## config.mk

```make
export PLATFORM = sky130hd
export DESIGN_NAME = ctrl_pipe
export DESIGN_NICKNAME = d
export VERILOG_FILES = /design/src/rtl/ctrl_pipe.sv
export SDC_FILE = /design/constraint.sdc
export NUM_CORES = 1
export LEC_CHECK = 0
export ABC_AREA = 0
export ABC_CLOCK_PERIOD_IN_PS = 4600
export BUFFER_PORTS_ARGS = -buffer_cell sky130_fd_sc_hd__buf_2
export CAP_MARGIN = 20
export CORE_MARGIN = 2
export CORE_UTILIZATION = 30
export CTS_CLUSTER_SIZE = 24
export DETAILED_ROUTE_END_ITERATION = 8
export MAX_ROUTING_LAYER = met4
export RECOVER_POWER = 100
export SYNTH_ARGS = -nofsm -noshare
export SYNTH_HDL_FRONTEND = slang
export SYNTH_SLANG_ARGS = --single-unit
```

## constraint.sdc

```tcl
create_clock -name clk -period 4.6 [get_ports clk]
set_input_delay 0.23 -clock clk [delete_from_list [all_inputs] [get_ports clk]]
set_output_delay 0.23 -clock clk [all_outputs]
set_load 0.02 [all_outputs]
```

## src/rtl/ctrl_pipe.sv

```systemverilog
// Control-word pipeline between decode and writeback: per-stage stall/flush, back-propagated
// hold, bubble insertion, flush-immune bits, occupancy count and a saturating stall counter.
module ctrl_pipe #(
  parameter int unsigned W                = 24,
  parameter int unsigned STAGES           = 3,
  parameter logic [W-1:0] NOFLUSH_MASK    = '0,
  parameter int unsigned CW               = 8
) (
  input  logic                         clk,
  input  logic                         rst,
  input  logic [W-1:0]                 in_ctrl,
  input  logic                         in_valid,
  input  logic [STAGES-1:0]            stall_i,
  input  logic [STAGES-1:0]            flush_i,
  output logic [STAGES*W-1:0]          ctrl_o,
  output logic [STAGES-1:0]            valid_o,
  output logic                         stall_o,
  output logic [$clog2(STAGES+1)-1:0]  count_o,
  output logic [CW-1:0]                stall_cycles_o
);

  localparam int unsigned CntW = $clog2(STAGES + 1);

  logic [STAGES-1:0]         hold;
  logic [STAGES-1:0]         up_stall;
  logic [STAGES-1:0]         up_valid;
  logic [STAGES-1:0][W-1:0]  up_ctrl;

  logic [STAGES-1:0][W-1:0]  ctrl_q, ctrl_d;
  logic [STAGES-1:0]         valid_q, valid_d;
  logic [CW-1:0]             stall_cyc_q, stall_cyc_d;
  logic [CntW-1:0]           count;

  // A stage holds whenever it or anything downstream of it is stalled.
  always_comb begin
    hold = '0;
    hold[STAGES-1] = stall_i[STAGES-1];
    for (int i = int'(STAGES) - 2; i >= 0; i--) begin
      hold[i] = stall_i[i] | hold[i+1];
    end
  end

  assign stall_o = hold[0];

  always_comb begin
    up_ctrl     = '0;
    up_valid    = '0;
    up_stall    = '0;
    up_ctrl[0]  = in_ctrl;
    up_valid[0] = in_valid;
    for (int i = 1; i < int'(STAGES); i++) begin
      up_ctrl[i]  = ctrl_q[i-1];
      up_valid[i] = valid_q[i-1];
      up_stall[i] = stall_i[i-1];
    end
  end

  // Flush is applied on top of the hold/bubble/load result so immune bits keep flowing.
  always_comb begin
    ctrl_d  = '0;
    valid_d = '0;
    for (int i = 0; i < int'(STAGES); i++) begin
      if (hold[i]) begin
        ctrl_d[i]  = ctrl_q[i];
        valid_d[i] = valid_q[i];
      end else if (up_stall[i]) begin
        ctrl_d[i]  = '0;
        valid_d[i] = 1'b0;
      end else begin
        ctrl_d[i]  = up_ctrl[i];
        valid_d[i] = up_valid[i];
      end
      if (flush_i[i]) begin
        ctrl_d[i]  = ctrl_d[i] & NOFLUSH_MASK;
        valid_d[i] = 1'b0;
      end
    end
  end

  always_comb begin
    stall_cyc_d = '0;
    if (stall_o) begin
      stall_cyc_d = (stall_cyc_q == {CW{1'b1}}) ? stall_cyc_q : stall_cyc_q + 1'b1;
    end
  end

  always_ff @(posedge clk or posedge rst) begin
    if (rst) begin
      ctrl_q      <= '0;
      valid_q     <= '0;
      stall_cyc_q <= '0;
    end else begin
      ctrl_q      <= ctrl_d;
      valid_q     <= valid_d;
      stall_cyc_q <= stall_cyc_d;
    end
  end

  always_comb begin
    count = '0;
    for (int i = 0; i < int'(STAGES); i++) begin
      count = count + CntW'(valid_q[i]);
    end
  end

  assign ctrl_o         = ctrl_q;
  assign valid_o        = valid_q;
  assign count_o        = count;
  assign stall_cycles_o = stall_cyc_q;

endmodule

```

==> impl_metrics.py <==
metrics = {
    "finish": {
        "drive_gt1_share_pct": 12.69,
        "final_cell_mix": "clkbuf_1 (89), dfrtp_1 (83), nand2_1 (53)",
        "num-fill-cells": 1053,
        "antenna_cells": 0,
        "layout_commonest_cell": "clkbuf_1",
        "finalNetCount": 419,
        "syn_to_final_growth_pct": 25.29,
    },
    "synth": {
        "seq_area_frac_synth_pct": 65.10,
        "synth-compound-area-share_pct": 20.59,
        "synth_fa_ha_area_share_pct": 1.020,
        "synth_cells": 268,
        "synth_nets": 303,
        "synth_seq_cells": 83,
        "synthXorXnorAreaFrac_pct": 0,
        "synthSimpleGateAreaFrac_pct": 10.00,
        "syn_area_um2": 3191,
        "synth_top_family_by_area": "compound AO/OA/AOI/OAI gates",
        "yosysWarnings": 0,
        "synthMuxAreaShare_pct": 0,
        "synth.avg_cell_area_um2": 11.91,
        "ys_types": 27,
    },
    "drt": {
        "viasPerCell": 4.847,
        "drt_wl_total_mm": 8.644,
        "wl_met2_mm": 4.111,
        "via_count": 2530,
        "drcViolationCount": 0,
        "wl_met1_mm": 3.948,
        "drt_first_pass_iters": 6,
        "drtIter0Drc": 130,
        "top_layer_used": "met4",
        "wl_met3_um": 385,
        "avgRoutedWirePerCell_um": 16.56,
        "final_antenna_net_count": 0,
    },
    "floorplan": {
        "row_count": 37,
        "die_w_um": 107.1,
        "dieArea_um2": 11480,
        "num_io_pins": 119,
        "die_h_um": 107.1,
        "coreArea_um2": 10320,
        "start_util_pct": 30.91,
    },
    "global_routing": {
        "globalRouteOverflowTotal": 0,
        "grt_use_total_pct": 15.34,
        "grt_antenna_before_repair": 0,
        "grt_start_max_net_pins": 81,
        "grt_pass1_wl_mm": 12.99,
        "grt_pass1_vias": 2342,
    },
    "run": {
        "cap_viol_max_count": 2,
    },
    "clock_network": {
        "cts_buffers": 9,
        "cts.hold.buffers_added": 1,
        "path_clk_slew_ns": 0.08,
        "clock_sinks": 83,
        "cts_tree": "built",
        "clk-insertion-delay-late_ns": 0.35,
        "cts.root.buffer_cell": "clkbuf_8",
        "cts_max_level": 3,
        "clockBufferDepth": 2,
        "post-cts-setup-buffers": 0,
        "cts_resized": 0,
    },
    "sta": {
        "finalMaxSlewViolations": 52,
        "max_freq_mhz": 360.4,
        "slew_headroom_pct": -13.77,
        "fin_tns_setup_ns": 0,
        "worst-slew-pin-transition_ns": 1.703,
        "clock_skew_ns": 0.004576,
        "hold_violations": 0,
        "grt_setup_unrepaired": "false",
        "finalCritPeriodShare_pct": 60.32,
        "hold_ws_ns": 0.1096,
        "setup_violations": 0,
        "finalWorstPathRequiredPeriod_ns": 2.775,
    },
    "worst_setup_path": {
        "arrival_ns": 3.06,
        "crit_chain": "clkbuf_1, nor3_1, buf_4, inv_1, nor2_1, a22o_1",
        "start_kind": "input pin",
        "required_ns": 4.88,
        "crit_family": "simple AND/OR/NAND/NOR gates",
        "slowest_delay_ns": 1.38,
        "critPathBufInv": 3,
        "worstPathMaxFanout": 31,
        "end_kind": "flop",
        "crit_type": "in2reg",
        "cp_slowest_cell": "nor2_1",
    },
    "pwr": {
        "finalPower_w": 0.001531,
        "p_leak_nw": 1.802,
        "ir_worst_vdd_mv": 0.1621,
        "power.density_nw_per_um2": 382.9,
    },
    "worst_hold_path": {
        "hold_class": "in2reg",
    },
    "placed_design": {
        "gp_congestion": 0.8006,
        "dp_hpwl_mm": 6.030,
        "numPortBuffers": 118,
    },
    "outcome": {
        "status": "finished, violations left",
        "failed_checks": "max-capacitance violations, max-slew violations",
    },
}
## state kept, by name (all words and copies together) (netlist names)
name,cells
stall_cycles_o,8
valid_o,3
ctrl_o,72
## area by class of cell
| cell class | instances | area (um2) | share of cell area (%) |
|---|---|---|---|
| clock buffers | 10 | 137.6 | 3.443 |
| clock inverters | 3 | 65.06 | 1.628 |
| inverters | 3 | 12.51 | 0.3130 |
| multi-input cells | 164 | 998.5 | 24.98 |
| flip-flops and latches | 83 | 2077 | 51.96 |
| well taps | 136 | 170.2 | 4.257 |
| repair buffers | 123 | 536.8 | 13.43 |
## per-layer routing
layer / track usage [%] / vias up
met2: 21.75 / 68
met5: - / -
met4: 6.679 / 0
met1: 21.36 / 1251
li1: - / 1197
met3: 3.040 / 14
## tightest hold or removal path: cells and delay by family
| family | cells | cell delay, ns |
|---|---|---|
| buffers and inverters | 1 | 0.10 |
| AOI/OAI and AO/OA | 1 | 0.05 |
| and+or+nand+nor | 1 | 0.04 |
## cells in the mapped netlist, drive strengths merged
library cell | number | area share, %
buf | 16 | 2.7
clkbuf | 2 | 0.24
nand2 | 53 | 6.2
fa | 1 | 0.63
a22o | 50 | 14
a21oi | 28 | 4.4
o311a | 2 | 0.63
a31oi | 3 | 0.59
nand4 | 2 | 0.39
a21boi | 1 | 0.24
nor2 | 5 | 0.82
nor3 | 7 | 1.4
and4 | 1 | 0.27
nor2b | 1 | 0.20
and3 | 1 | 0.20
ha | 1 | 0.39
inv | 3 | 0.35
o21bai | 2 | 0.47
nand3 | 3 | 0.47
a211oi | 1 | 0.24
dfrtp | 83 | 65
o21ai | 2 | 0.31
## worst paths after layout
kind / start / end / slack [ns] / cells after the start
setup / recovery: stall_i[1] / ctrl_o[27] / 1.83 / 6
hold / removal: in_ctrl[2] / ctrl_o[2] / 0.11 / 3
setup reg to reg: stall_cycles_o[0] / stall_cycles_o[5] / 3.18 / 4
hold reg to reg: ctrl_o[59] / ctrl_o[59] / 0.51 / 1
max in group asynchronous: rst / ctrl_o[14] / 2.65 / 5
min in group asynchronous: rst / ctrl_o[54] / 0.32 / 3
## stage by stage
stage                     std cells  util, %  instance area [um2]  setup slack (ns)
after CTS                       521    39.76                 4105             2.824
after detailed placement        507    37.70                 3892             2.590
after global routing            522    38.72                 3998             1.450
final                           522    38.72                 3998             1.825
after floorplan                 268        -                 3191             2.233
after global placement          507    37.70                 3892             2.639
## cells by family after synthesis
logic type	after synthesis
DFF	83
and+or+nand+nor	73
AOI/OAI and AO/OA	89
adders and majority gates	2
buffers and inverters	21
## power by group
part | internal [W] | total, W | switching [W]
clock | 0.000311 | 0.000557 | 0.000246
combinational | 0.0000533 | 0.000173 | 0.000120
sequential | 0.000758 | 0.000801 | 0.0000434
Note: power is estimated with default switching activity, not from simulation.
